[src/rtl/tmr_voter_pkg.sv]
// Shared types and constants for the triple-modular-redundancy
// writeback voter.
package tmr_voter_pkg;

  localparam int TUPLE_W = 38;

  localparam logic [2:0] ALL_AGREE   = 3'b111;
  localparam logic [2:0] NO_MAJORITY = 3'b000;

  typedef logic [TUPLE_W-1:0] tuple_t;

  typedef enum logic [1:0] {
    NORMAL   = 2'd0,
    DEGRADED = 2'd1,
    RECOVER  = 2'd2
  } state_t;

  function automatic tuple_t pack_tuple(
    input logic        we,
    input logic [4:0]  rd,
    input logic [31:0] data
  );
    return {we, rd, data};
  endfunction

endpackage

[src/rtl/tmr_majority3.sv]
// Combinational 2-of-3 majority over whole writeback tuples,
// with a per-core agreement mask.
module tmr_majority3
  import tmr_voter_pkg::*;
(
  input  tuple_t     t0,
  input  tuple_t     t1,
  input  tuple_t     t2,
  output tuple_t     majority,
  output logic [2:0] agree,
  output logic       has_majority
);

  always_comb begin
    majority     = t0;
    has_majority = 1'b1;
    if (t0 == t1 || t0 == t2) begin
      majority = t0;
    end else if (t1 == t2) begin
      majority = t1;
    end else begin
      has_majority = 1'b0;
    end
    agree = NO_MAJORITY;
    if (has_majority) begin
      agree = {t2 == majority,
               t1 == majority,
               t0 == majority};
    end
  end

endmodule

[src/rtl/tmr_voter.sv]
// Registered TMR writeback voter with degraded/recover FSM,
// per-core fault tracking and a saturating error counter.
module tmr_voter
  import tmr_voter_pkg::*;
#(
  parameter int FAULT_THRESH   = 3,
  parameter int RECOVER_CYCLES = 4
) (
  input  logic        clk,
  input  logic        rst_in,
  input  logic        valid_in,
  input  logic [31:0] wb_data0,
  input  logic [31:0] wb_data1,
  input  logic [31:0] wb_data2,
  input  logic [4:0]  wb_rd0,
  input  logic [4:0]  wb_rd1,
  input  logic [4:0]  wb_rd2,
  input  logic        wb_we0,
  input  logic        wb_we1,
  input  logic        wb_we2,
  output logic        voted_valid,
  output logic [31:0] voted_data,
  output logic [4:0]  voted_rd,
  output logic        voted_we,
  output logic [2:0]  Voter_state,
  output logic [2:0]  core_fault,
  output logic [7:0]  err_count
);

  localparam int MW = $clog2(FAULT_THRESH + 1);
  localparam int RW =
    (RECOVER_CYCLES > 1) ? $clog2(RECOVER_CYCLES) : 1;
  localparam logic [MW-1:0] MM_MAX   = MW'(FAULT_THRESH);
  localparam logic [RW-1:0] REC_LOAD = RW'(RECOVER_CYCLES - 1);

  tuple_t     t0, t1, t2, maj;
  logic [2:0] agree;
  logic       has_maj;

  assign t0 = pack_tuple(wb_we0, wb_rd0, wb_data0);
  assign t1 = pack_tuple(wb_we1, wb_rd1, wb_data1);
  assign t2 = pack_tuple(wb_we2, wb_rd2, wb_data2);

  tmr_majority3 u_maj (
    .t0           (t0),
    .t1           (t1),
    .t2           (t2),
    .majority     (maj),
    .agree        (agree),
    .has_majority (has_maj)
  );

  state_t state_q, state_d;

  logic               vv_d;
  tuple_t             vt_q, vt_d;
  logic [2:0]         vs_d, fault_d;
  logic [7:0]         err_d;
  logic [RW-1:0]      rec_q, rec_d;
  logic [2:0][MW-1:0] mm_q, mm_d;

  assign {voted_we, voted_rd, voted_data} = vt_q;

  always_ff @(posedge clk or negedge rst_in) begin
    if (!rst_in) state_q <= NORMAL;
    else         state_q <= state_d;
  end

  always_comb begin
    state_d = state_q;
    unique case (state_q)
      NORMAL, DEGRADED: begin
        if (valid_in) begin
          if (!has_maj)                state_d = RECOVER;
          else if (agree == ALL_AGREE) state_d = NORMAL;
          else                         state_d = DEGRADED;
        end
      end
      RECOVER: if (rec_q == '0) state_d = NORMAL;
      default: state_d = NORMAL;
    endcase
  end

  // In RECOVER every input tuple is dropped and counters freeze.
  always_comb begin
    vv_d    = 1'b0;
    vt_d    = vt_q;
    vs_d    = Voter_state;
    fault_d = core_fault;
    err_d   = err_count;
    rec_d   = rec_q;
    mm_d    = mm_q;
    if (state_q == RECOVER) begin
      vs_d = ALL_AGREE;
      if (rec_q != '0) rec_d = rec_q - RW'(1);
    end else if (valid_in) begin
      if (has_maj) begin
        vv_d = 1'b1;
        vt_d = maj;
        vs_d = agree;
      end else begin
        vs_d  = NO_MAJORITY;
        rec_d = REC_LOAD;
      end
      if (agree != ALL_AGREE && err_count != 8'hFF)
        err_d = err_count + 8'd1;
      for (int i = 0; i < 3; i++) begin
        if (agree[i])             mm_d[i] = '0;
        else if (mm_q[i] != MM_MAX) mm_d[i] = mm_q[i] + MW'(1);
        if (mm_d[i] == MM_MAX)    fault_d[i] = 1'b1;
      end
    end
  end

  always_ff @(posedge clk or negedge rst_in) begin
    if (!rst_in) begin
      voted_valid <= 1'b0;
      vt_q        <= '0;
      Voter_state <= ALL_AGREE;
      core_fault  <= '0;
      err_count   <= '0;
      rec_q       <= '0;
      mm_q        <= '0;
    end else begin
      voted_valid <= vv_d;
      vt_q        <= vt_d;
      Voter_state <= vs_d;
      core_fault  <= fault_d;
      err_count   <= err_d;
      rec_q       <= rec_d;
      mm_q        <= mm_d;
    end
  end

endmodule

[config.mk]
export PLATFORM = sky130hd
export DESIGN_NAME = tmr_voter
export DESIGN_NICKNAME = d
export VERILOG_FILES = /design/src/rtl/tmr_voter_pkg.sv /design/src/rtl/tmr_majority3.sv /design/src/rtl/tmr_voter.sv
export SDC_FILE = /design/constraint.sdc
export NUM_CORES = 1
export LEC_CHECK = 0
export ABC_AREA = 1
export BUFFER_PORTS_ARGS = -buffer_cell sky130_fd_sc_hd__buf_2
export CAP_MARGIN = 15
export CORE_MARGIN = 2
export CORE_UTILIZATION = 53
export CTS_CLUSTER_SIZE = 14
export DETAILED_ROUTE_END_ITERATION = 16
export PLACE_DENSITY = 0.82
export SETUP_SLACK_MARGIN = 0.4
export SYNTH_ARGS = -nofsm -noshare
export SYNTH_HDL_FRONTEND = slang
export SYNTH_SLANG_ARGS = --single-unit
[constraint.sdc]
create_clock -name clk -period 2.37 [get_ports clk]
set_clock_uncertainty 0.2 [all_clocks]
set_input_delay 0.237 -clock clk [delete_from_list [all_inputs] [get_ports clk]]
set_output_delay 0.237 -clock clk [all_outputs]
set_load 0.005 [all_outputs]
==> results of run 1 <==
## synthesized netlist by cell type, types with 8 or more instances
| library cell | count |
|---|---|
| o21ai_1 | 9 |
| nand2_1 | 398 |
| nor3_1 | 11 |
| dfrtp_1 | 60 |
| nand2_2 | 10 |
| xor2_1 | 26 |
| o211ai_1 | 8 |
| inv_1 | 118 |
| o21ai_0 | 44 |
| nor2_1 | 70 |
| nand3_1 | 50 |
| nand4_1 | 33 |
| inv_2 | 19 |
| xnor2_1 | 25 |
## kinds of logic after synthesis
| kind of cell | Yosys count |
|---|---|
| xor gates and xnor gates | 51 |
| adders and majority gates | 2 |
| and+or+nand+nor | 587 |
| AOI/OAI and AO/OA | 83 |
| DFF | 63 |
| buffers and inverters | 162 |
## timing repair
action	CTS
hold endpoints to repair	19
pin swaps	42
cloned	10
setup endpoints to repair	54
hold buffers	2
buffers inserted	14
resized for setup	108
## layer usage
| layer | track usage [%] | GRT overflow |
|---|---|---|
| met1 | 86.5 | 7 |
| met2 | 123 | 537 |
| met3 | 75.8 | 2 |
| met4 | 109 | 187 |
| met5 | 43.8 | 2 |
## per-stage QoR
step / cells / hold slack, ns / cell area, µm²
4_1_cts: 1455 / 0.115 / 8890
3_3_place_gp: 1413 / 0.0428 / 8000
2_1_floorplan: 948 / -0.259 / 5700
3_5_place_dp: 1413 / 0.0352 / 8000
==> summary.md, run 1 <==
| Metric | Value |
|---|---|
| Post-synthesis mux area share | `0%` |
| Yosys warning count | `0` |
| Port Buffer Count | `169` |
| Critical endpoint after global-route timing repair | `err_count[7]$_DFFE_PN0P_/D` |
| Synth Flop Type | `dfrtp_1` |
| Synth Area in Compound Gates | `8.47%` |
| Core Rows | `37` |
| Post-Synth Simple-Gate Area | `43.7%` |
| Sequential element share of the synthesized area | `27.9%` |
| Status | `aborted with a tool error` |
| Post-synthesis cell area | `5670 µm²` |
| Clock tree sinks | `63` |
| Place WS | `-0.712 ns` |
| Async set-reset flop share out of synthesis | `100%` |
| Post-Syn Instances | `948` |
| Initial core utilization | `54.7%` |
| GPL Wtd Cong | `0.981` |
| Die width | `107 µm` |
| Post-Synth Adder-Cell Area | `0.441%` |
| XOR/XNOR Fraction of Synth Area | `7.88%` |
| Synth Register Bits | `63` |
| Fail Step | `5_1_grt` |
| Most area-hungry cell type in the Yosys netlist | `dfrtp_1` |
| Largest net degree at the start of global routing | `46` |
| First Err | `[ERROR GRT-0232] Routing congestion too high. Check the congestion heatmap in the GUI.` |
| Netlist cell types | `37` |
| Worst EP Category | `sequential cell input` |
| Post-synth EDFFs | `0` |
| Clock Tree Buf Depth | `2` |
| DP HPWL | `16,200 µm` |
| Gr usage total | `96.5%` |
| Number of CTS-inserted buffers | `9` |
| Synth area leaders | `dfrtp_1 26%, nand2_1 26%, inv_1 7.8%` |
| Mean Syn Cell Area | `5.98 µm²` |
| Post-synth top area share | `26.5%` |
| Post-Syn Nets | `1,067` |
| Die Y | `107 µm` |
| Root Buffer | `clkbuf_8` |
| Main combinational cell family by area after synthesis | `simple AND/OR/NAND/NOR gates` |
| Total gr overflow | `735` |
| Io pins | `170` |
| Htree depth | `3` |
==> run 2: changes to the inputs <==
CORE_UTILIZATION = 40   (was 53)
CTS_CLUSTER_SIZE = default   (was 14)
PLACE_DENSITY = default   (was 0.82)
PLACE_DENSITY_LB_ADDON = 0.15   (was default)
SETUP_SLACK_MARGIN = default   (was 0.4)
==> summary.md, run 2 <==
| Metric | Value |
|---|---|
| Total chip power | `4.43 mW` |
| Max Clk Rate | `0.379 GHz` |
| Post-Syn Instances | `948` |
| Core Rows | `43` |
| Post-route ant nets | `0` |
| Async set-reset flop share out of synthesis | `100%` |
| Most area-hungry cell type in the Yosys netlist | `dfrtp_1` |
| Count leader, synth | `nand2_1` |
| Io pins | `170` |
| Worst skew pair latency | `0.35 ns` |
| Synth area leaders | `dfrtp_1 26%, nand2_1 26%, inv_1 7.8%` |
| Type of origin of the critical path | `primary input` |
| Antenna violations before repair | `0` |
| Gr usage total | `29.6%` |
| Post-Route Utilization | `73.0%` |
| Yosys warning count | `0` |
| Max reg flops | `38` |
| Worst Tran Pin Value | `0.474 ns` |
| Crit-path slowest cell | `a31o_2` |
| Post-synth top cells | `398 x nand2_1, 118 x inv_1, 70 x nor2_1` |
| DR vias | `7,596` |
| Failing checks | `negative setup slack` |
| Reg-to-reg slack, setup | `0.38 ns` |
| Commonest non-fill, non-tap cell in the layout | `nand2_1` |
| Vias in the first global route | `7,189` |
| FF-to-FF Start | `err_count[0]$_DFFE_PN0P_` |
| Hold Path Class | `primary input to flop` |
| Core area | `13,900 µm²` |
| Final period utilization | `111%` |
| Netlist cell types | `37` |
| Synth Register Bits | `63` |
| ANT cells | `0` |
| Number of CTS-inserted buffers | `9` |
| Most Frequent Cell on Critical Path | `nand2_2` |
| Status | `finished, violations left` |
| Htree depth | `3` |
| CP Launch Point | `wb_data1[24]` |
| RSZ-0062 raised after global routing | `true` |
| Sequential element share of the synthesized area | `27.9%` |
| DRT iter0 DRCs | `505` |
| Residual DRC count | `0` |
| Crit path max-delay family | `simple AND/OR/NAND/NOR gates` |
| Final Hold Fails | `0` |
| Biggest regs | `vt_q x38, err_count x8, mm_q x6` |
| DP HPWL | `16,600 µm` |
| Clock tree sinks | `63` |
| Lkg Pwr | `5.59 nW` |
| Average wire per standard cell | `14.8 µm` |
| Clock Tree Buf Depth | `2` |
| Critical path buffer and inverter count | `6` |
| Setup CP Type | `primary input to flop` |
| P&R area growth vs syn | `78.9%` |
| Post-route worst setup slack | `-0.265 ns` |
| Total gr overflow | `0` |
| Global-route wire length before repair | `34,500 µm` |
| Setup tns final | `-3.02 ns` |
| Post-Syn Nets | `1,067` |
| Die ar. | `15,100 µm²` |
| Worst hold start | `wb_rd1[1]` |
| CP Data Arrival Time | `2.68 ns` |
| Post-synth EDFFs | `0` |
| Port Buffer Count | `169` |
| Clock transition at path regs | `0.06 ns` |
| Die Y | `123 µm` |
| Die width | `123 µm` |
| Pre-Repair DR Iteration Count | `5` |
| Crit path capture type | `flop` |
| Slew Viols, Final | `0` |
| Initial core utilization | `40.8%` |
| Peak supply drop | `0.320 mV` |
| Mean Syn Cell Area | `5.98 µm²` |
| Worst hold margin | `0.0195 ns` |
| Share of post-route cells with drive strength above 1 | `49.9%` |
| Total of max-cap violations | `0` |
| Most flop-heavy register | `vt_q` |
| Placed cell area | `8360 µm²` |
| Drt total wl | `22,900 µm` |
| Vias per std cell | `4.91` |
| Fin area | `10,100 µm²` |
| Root Buffer | `clkbuf_16` |
| CP Cell Sequence | `buf_4 -> nand2_2 -> nand2_2 -> buf_4 -> nor2_4 -> nand2_2 -> nor2_2 -> nand2_2 -> nor2_4 -> buf_6 -> buf_6 -> nand3_2 -> nand3_1 -> o21ai_2 -> nor2_1 -> nand2_1 -> inv_1 -> nand2_2 -> nor2_4 -> buf_4 -> nand2_2 -> a31o_2` |
| Worst path required time | `2.42 ns` |
| Setup-failing EPs final | `13` |
| Post-synthesis cell area | `5670 µm²` |
| Largest stage delay, worst path | `0.21 ns` |
| CTS tree | `built` |
| GPL Wtd Cong | `0.939` |
| Post-synth top area share | `26.5%` |
| Leading cell types in the layout, fill and taps excluded | `286 x nand2_1, 234 x buf_4, 117 x buf_2` |
| Synth Flop Type | `dfrtp_1` |
| Largest net degree at the start of global routing | `48` |
| Maximum fanout along the worst path | `6` |
| PD cells | `437 nW/µm²` |
| Max-slew headroom | `68.4%` |
| Final nets | `1,482` |
| Tmin final | `2.64 ns` |
[run 2: cell counts after synthesis]
Identical to the previous run, type by type.
[run 2: path summary, 6_finish.rpt]
check                                             end  cells after the start
min in group asynchronous        vt_q[27]$_DFFE_PN0P_                      2
hold reg to reg                state_q[1]$_DFFE_PN0P_                      1
hold / removal                   vt_q[33]$_DFFE_PN0P_                      3
setup reg to reg             err_count[2]$_DFFE_PN0P_                      7
setup / recovery            core_fault[2]$_DFFE_PN0P_                     22
max in group asynchronous  Voter_state[2]$_DFFE_PN1P_                      3
[run 2: what timing repair did]
item	in CTS	in global routing
endpoints found under the hold margin	17	0
gates cloned	3	1
buffers inserted	19	10
pin swaps	66	98
setup endpoints to repair	13	14
resized for setup	162	186
hold buffers	2	0
[run 2: per-stage QoR]
stage	std cells	worst slack [ns]
3_5_place_dp	1499	-0.621
2_1_floorplan	948	0.0850
6_report	1548	-0.265
3_3_place_gp	1499	-0.582
4_1_cts	1539	-0.114
5_1_grt	1548	-0.385
[run 2: kinds of logic after synthesis]
group / synth area share (%)
AOI/OAI and AO/OA: 8.47
xor gates and xnor gates: 7.88
adders and majority gates: 0.441
buffers and inverters: 11.7
DFF: 27.9
and+or+nand+nor: 43.7
[run 2: cell type report]
type                       count  area [µm²]
timing repair buffer         423        3290
sequential                    63        1580
clock inverter                 6        91.3
clock buffer                  10         239
fill                        1116        3740
inverter                     142         559
tap                          180         225
multi-input combinational    724        4150
[run 2: power breakdown]
group	leakage, nW	internal (mW)	switching, mW
logic	4.61	0.772	0.814
clock network	0.151	0.953	0.574
registers	0.825	1.21	0.104
total	5.59	2.94	1.49
[run 2: routing by layer]
| layer | share of wire [%] | vias to the layer above | global-route usage, % |
|---|---|---|---|
| met1 | 40 | 3476 | 35.3 |
| met3 | 6.4 | 60 | 5.77 |
| met4 | 3.3 | 0 | 11.9 |
| met5 | 0 | - | 0 |
| li1 | - | 3804 | - |
| met2 | 50 | 256 | 52.2 |
[run 2: worst register-to-register path: stages (launching register included)]
cell and delay [ns]:
dfrtp_1 0.46, ha_1 0.23, nand2_1 0.08, nor2_1 0.19, nand3_1 0.34, nand3_4 0.28
nand2_1 0.08, nand2_1 0.06
Note: power is estimated with default switching activity, not from simulation.
==> run 3: changes to the inputs <==
==> constraint.sdc (replaced) <==
create_clock -name clk -period 2.1 [get_ports clk]
set_clock_uncertainty 0.2 [all_clocks]
set_input_delay 0.315 -clock clk [delete_from_list [all_inputs] [get_ports clk]]
set_output_delay 0.315 -clock clk [all_outputs]
set_load 0.005 [all_outputs]
==> summary.md, run 3 (synthesis results as in run 2) <==
| Metric | Value |
|---|---|
| Worst skew pair latency | `0.35 ns` |
| Most flop-heavy register | `vt_q` |
| Vias in the first global route | `7,801` |
| Core Rows | `43` |
| CP Data Arrival Time | `2.81 ns` |
| Final Hold Fails | `0` |
| CTS tree | `built` |
| FF-to-FF Start | `err_count[1]$_DFFE_PN0P_` |
| GPL Wtd Cong | `0.950` |
| Worst hold margin | `0.107 ns` |
| DR vias | `8,231` |
| Peak supply drop | `0.380 mV` |
| Worst hold start | `valid_in` |
| Setup-failing EPs final | `52` |
| Biggest regs | `vt_q x38, err_count x8, mm_q x6` |
| Antenna violations before repair | `1` |
| Total chip power | `4.99 mW` |
| Initial core utilization | `40.8%` |
| Cell total after placement | `1,508` |
| Average wire per standard cell | `17.0 µm` |
| Lkg Pwr | `5.91 nW` |
| Vias per std cell | `5.21` |
| Clock tree sinks | `63` |
| Die ar. | `15,100 µm²` |
| Status | `finished, violations left` |
| Residual DRC count | `0` |
| Clock transition at path regs | `0.06 ns` |
| Crit path capture type | `flop` |
| Setup CP Type | `primary input to flop` |
| Hold Path Class | `primary input to flop` |
| Commonest non-fill, non-tap cell in the layout | `nand2_1` |
| Max-slew headroom | `63.3%` |
| Clock Tree Buf Depth | `2` |
| P&R area growth vs syn | `88.7%` |
| Drt total wl | `26,800 µm` |
| Share of post-route cells with drive strength above 1 | `52.6%` |
| Final period utilization | `132%` |
| Setup tns final | `-11.42 ns` |
| Post-Route Utilization | `77.1%` |
| CP Launch Point | `wb_data2[14]` |
| Port Buffer Count | `169` |
| Worst Tran Pin Value | `0.550 ns` |
| Max Clk Rate | `0.359 GHz` |
| Post-route worst setup slack | `-0.682 ns` |
| Worst path required time | `2.13 ns` |
| Root Buffer | `clkbuf_16` |
| Tmin final | `2.78 ns` |
| Gr usage total | `34.0%` |
| Maximum fanout along the worst path | `7` |
| Global-route wire length before repair | `39,000 µm` |
| RSZ-0062 raised after global routing | `true` |
| Slew Viols, Final | `0` |
| Max reg flops | `38` |
| Die width | `123 µm` |
| Post-route ant nets | `0` |
| DRT iter0 DRCs | `816` |
| Number of CTS-inserted buffers | `9` |
| DP HPWL | `16,800 µm` |
| Failing checks | `negative setup slack` |
| Largest net degree at the start of global routing | `26` |
| Pre-Repair DR Iteration Count | `6` |
| Io pins | `170` |
| Htree depth | `3` |
| PD cells | `467 nW/µm²` |
| Total of max-cap violations | `0` |
| Die Y | `123 µm` |
| Type of origin of the critical path | `primary input` |
| Non-Filler Instances | `1,581` |
| Core area | `13,900 µm²` |
| Final nets | `1,514` |
| Leading cell types in the layout, fill and taps excluded | `301 x nand2_1, 257 x buf_4, 125 x buf_2` |
| Total gr overflow | `0` |
[run 3: cell types whose count changed in the layout (fill, tap and decap cells not counted), sizes merged]
| cell | previous run | this run |
|---|---|---|
| bufinv | 2 | 1 |
| diode | 0 | 1 |
| nand2 | 408 | 409 |
| inv | 139 | 140 |
| buf | 420 | 452 |
| dlygate4sd3 | 2 | 1 |
[run 3: layer usage]
layer	vias up	wire [µm]	GRT usage (%)
met1	3787	10500	41.6
met3	138	2000	6.46
met2	422	12700	56.1
met4	0	1650	19.0
li1	3884	-	-
met5	-	0	0
[run 3: what timing repair did]
item / CTS / global route
pin swaps: 74 / 77
cloned: 17 / 1
endpoints found under the hold margin: 16 / 0
gates resized for setup: 219 / 172
endpoints found under the setup margin: 55 / 60
hold buffers: 1 / 0
setup buffers: 33 / 5
[run 3: critical path: stages]
cell and delay [ns]:
buf_2 0.12, buf_4 0.15, nand2_1 0.06, nand2_1 0.06
nor2_1 0.12, nand2_1 0.09, nor2_2 0.12, nand2_2 0.07
nor2_4 0.13, buf_6 0.18, nand3_2 0.09, nand3b_1 0.19
nand2_1 0.10, nor2_2 0.16, nand2_1 0.06, nor2_1 0.08
nand2_1 0.11, nor2_4 0.21, buf_12 0.14, nand3_4 0.09
nand4_1 0.10, nand2_1 0.07
[run 3: power by group]
part           internal, mW  total (mW)  switching, mW
clock                 0.956        1.61          0.653
combinational         0.897        1.91           1.01
sequential             1.37        1.48          0.109
[run 3: cell type report]
| class | count | area (µm²) |
|---|---|---|
| clock inverter | 6 | 67.6 |
| sequential | 63 | 1580 |
| fill | 961 | 3180 |
| timing repair buffer | 454 | 3750 |
| antenna | 1 | 2.50 |
| multi-input combinational | 725 | 4280 |
| tap | 180 | 225 |
| inverter | 142 | 551 |
| clock buffer | 10 | 239 |
[run 3: worst paths after layout]
| path | endpoint | slack [ns] | depth (start not counted) |
|---|---|---|---|
| worst max-delay path | state_q[0]$_DFFE_PN0P_ | -0.68 | 22 |
| worst min-delay path | state_q[0]$_DFFE_PN0P_ | 0.11 | 3 |
| worst max register to register | err_count[1]$_DFFE_PN0P_ | 0.18 | 7 |
| worst min register to register | state_q[1]$_DFFE_PN0P_ | 0.28 | 1 |
| max in group asynchronous | Voter_state[2]$_DFFE_PN1P_ | 0.80 | 3 |
| min in group asynchronous | vt_q[32]$_DFFE_PN0P_ | 0.30 | 2 |
[run 3: metrics by stage]
stage,area (µm²),setup slack [ns]
3_3_place_gp,8450,-1.01
5_1_grt,10700,-0.764
2_1_floorplan,5700,-0.243
3_5_place_dp,8450,-1.04
4_1_cts,10100,-0.556
6_report,10700,-0.682
==> run 4: changes to the inputs <==
ABC_AREA = default   (was 1)
==> summary.md, run 4 <==
| Metric | Value |
|---|---|
| Total chip power | `4.70 mW` |
| Drt total wl | `21,700 µm` |
| Residual DRC count | `0` |
| Io pins | `170` |
| Main combinational cell family by area after synthesis | `simple AND/OR/NAND/NOR gates` |
| RSZ-0062 raised after global routing | `true` |
| Crit path max-delay family | `compound AO/OA/AOI/OAI gates` |
| Clock tree sinks | `63` |
| Most Frequent Cell on Critical Path | `buf_4` |
| Root Buffer | `clkbuf_16` |
| DR vias | `5,695` |
| Total of max-cap violations | `0` |
| Post-synth top cells | `79 x nand2_1, 74 x xnor2_1, 60 x dfrtp_1` |
| Initial core utilization | `40.5%` |
| XOR/XNOR Fraction of Synth Area | `22.4%` |
| Failing checks | `negative setup slack` |
| Post-synth EDFFs | `0` |
| Largest stage delay, worst path | `0.37 ns` |
| Die width | `111 µm` |
| Htree depth | `3` |
| Post-Synth Simple-Gate Area | `25.0%` |
| Post-Syn Instances | `532` |
| Netlist cell types | `53` |
| DP HPWL | `13,400 µm` |
| Post-route ant nets | `0` |
| Worst hold start | `wb_data1[14]` |
| Crit path capture type | `flop` |
| P&R area growth vs syn | `90.1%` |
| FF-to-FF Start | `state_q[1]$_DFFE_PN0P_` |
| Clock Tree Buf Depth | `2` |
| Leading cell types in the layout, fill and taps excluded | `155 x buf_2, 122 x buf_4, 78 x nand2_1` |
| Type of origin of the critical path | `primary input` |
| Antenna violations before repair | `2` |
| Worst Hold Path EP | `vt_q[14]$_DFFE_PN0P_` |
| Post-synth top area share | `32.9%` |
| Final period utilization | `135%` |
| Most area-hungry cell type in the Yosys netlist | `dfrtp_1` |
| Number of CTS-inserted buffers | `9` |
| Largest net degree at the start of global routing | `36` |
| Max reg flops | `38` |
| Port Buffer Count | `169` |
| Biggest regs | `vt_q x38, err_count x8, mm_q x6` |
| Placed cell area | `6530 µm²` |
| Global-route wire length before repair | `30,800 µm` |
| Post-Syn Nets | `651` |
| Slew Viols, Final | `0` |
| Core Rows | `39` |
| Vias in the first global route | `5,739` |
| GPL Wtd Cong | `0.944` |
| CTS tree | `built` |
| Worst skew pair latency | `0.35 ns` |
| Average wire per standard cell | `21.5 µm` |
| Commonest non-fill, non-tap cell in the layout | `buf_2` |
| Fin area | `8680 µm²` |
| DRT iter0 DRCs | `521` |
| Gr usage total | `32.4%` |
| Final Hold Fails | `0` |
| Worst-case reg-to-reg path depth | `9` |
| Area occupied by multi-input gates | `3920 µm²` |
| Synth area leaders | `dfrtp_1 33%, xnor2_1 14%, xor2_1 8.2%` |
| Vias per std cell | `5.64` |
| Most flop-heavy register | `vt_q` |
| Setup CP Type | `primary input to flop` |
| Synth Flop Type | `dfrtp_1` |
| Clock transition at path regs | `0.06 ns` |
| Hold Path Cell Cnt | `3` |
| Status | `finished, violations left` |
| Max-slew headroom | `67.3%` |
| Hold Path Class | `primary input to flop` |
| Post-synthesis cell area | `4570 µm²` |
| Lkg Pwr | `3.96 nW` |
| Worst path required time | `2.16 ns` |
| Sequential element share of the synthesized area | `34.6%` |
| Die ar. | `12,300 µm²` |
| Maximum fanout along the worst path | `6` |
| Peak supply drop | `0.596 mV` |
| Die Y | `111 µm` |
| Final nets | `978` |
| FF-to-FF End | `vt_q[10]$_DFFE_PN0P_` |
| CP Launch Point | `wb_data2[2]` |
| Pre-Repair DR Iteration Count | `5` |
| Post-Synth Adder-Cell Area | `0.548%` |
| Count leader, synth | `nand2_1` |
| Post-route worst setup slack | `-0.731 ns` |
| PD cells | `541 nW/µm²` |
| Max Clk Rate | `0.353 GHz` |
| Reg-to-reg slack, setup | `0 ns` |
| Core area | `11,300 µm²` |
| Share of post-route cells with drive strength above 1 | `55.7%` |
| Critical path buffer and inverter count | `4` |
| Total gr overflow | `0` |
| Synth Register Bits | `63` |
| Worst Tran Pin Value | `0.477 ns` |
| Mean Syn Cell Area | `8.59 µm²` |
| Crit-path slowest cell | `xor2_2` |
| Synth Area in Compound Gates | `13.5%` |
| Storage element area | `1580 µm²` |
| Yosys warning count | `0` |
| Async set-reset flop share out of synthesis | `100%` |
| Tmin final | `2.83 ns` |
| Setup-failing EPs final | `56` |
| CP Cell Sequence | `buf_2 -> xor2_2 -> nor4_4 -> and4_4 -> buf_4 -> buf_4 -> a31oi_2 -> a211oi_2 -> a2111oi_4 -> nand3_2 -> buf_6 -> o211ai_1 -> xnor2_1` |
| Post-synthesis mux area share | `0.685%` |
| CP Data Arrival Time | `2.89 ns` |
| Fill cells | `718` |
[run 4: cell types whose count changed in the layout (fill, tap and decap cells not counted), sizes merged, moves of 15 or more]
cell and delta:
inv -124, buf -121, xor2 +17, nand2b +23
a31oi +36, xnor2 +49, nand2 -330, nor2 -27
o21ai -46, nor4 +15, nand3 -42
[run 4: final cells by class]
cell class                 count  share of cell area [%]
clock buffer                  12                    2.84
antenna                        3                  0.0865
sequential                    63                    18.2
multi-input combinational    435                    45.2
clock inverter                 4                   0.807
tap                          143                    2.06
inverter                      16                   0.692
timing repair buffer         334                    30.1
[run 4: worst max-delay path by stage]
stage,to,slack (ns),depth (start not counted)
floorplan,err_count[1]$_DFFE_PN0P_,-0.54,9
global placement,err_count[7]$_DFFE_PN0P_,-0.99,12
detailed placement,err_count[7]$_DFFE_PN0P_,-1.10,12
CTS,err_count[7]$_DFFE_PN0P_,-0.56,13
global route,err_count[7]$_DFFE_PN0P_,-0.84,12
finish,err_count[7]$_DFFE_PN0P_,-0.73,13
[run 4: metrics by stage]
step	TNS, ns	setup slack (ns)	util, %	hold WS [ns]	std cells
floorplan	-17.79	-0.544	-	-0.181	532
global placement	-42.99	-0.991	58.0	0.0246	957
detailed placement	-47.21	-1.10	58.0	0.0245	957
CTS	-16.88	-0.556	71.0	0.0605	1005
global route	-30.89	-0.843	77.0	0.0756	1008
finish	-22.16	-0.731	77.0	0.0561	1010
[run 4: worst min-delay path: cells and delay by family]
kind                   cells  cell delay, ns
AND/OR/NAND/NOR            1            0.05
AO/OA/AOI/OAI              1            0.07
buffers and inverters      1            0.13
[run 4: timing repair]
action | in CTS | in global routing
hold buffers | 1 | 0
resized for setup | 118 | 113
cloned | 13 | 0
hold endpoints to repair | 20 | 0
pin swaps | 27 | 50
endpoints found under the setup margin | 63 | 63
buffers inserted | 19 | 9
[run 4: layer usage]
| layer | track usage, % | share of wire (%) | vias up |
|---|---|---|---|
| met5 | 0 | 0 | - |
| met4 | 20.3 | 6.5 | 0 |
| met3 | 6.78 | 7.5 | 93 |
| met2 | 53.4 | 47 | 307 |
| met1 | 38.6 | 39 | 2786 |
| li1 | - | - | 2509 |
[run 4: report_power, final]
group	switching [mW]	internal, mW	leakage [nW]
Clock	0.580	1.07	0.157
Combinational	0.774	0.736	2.99
Sequential	0.154	1.38	0.815
[run 4: logic make-up (layout without fill, tap and decap cells)]
family                   Yosys count  after routing
other                              0              3
XOR/XNOR                         117            117
buffers and inverters             34            366
AND/OR/NAND/NOR                  225            225
multiplexers                       3              3
adder cells (fa/ha/maj)            2              2
flip-flops                        63             63
AO/OA/AOI/OAI                     88             88
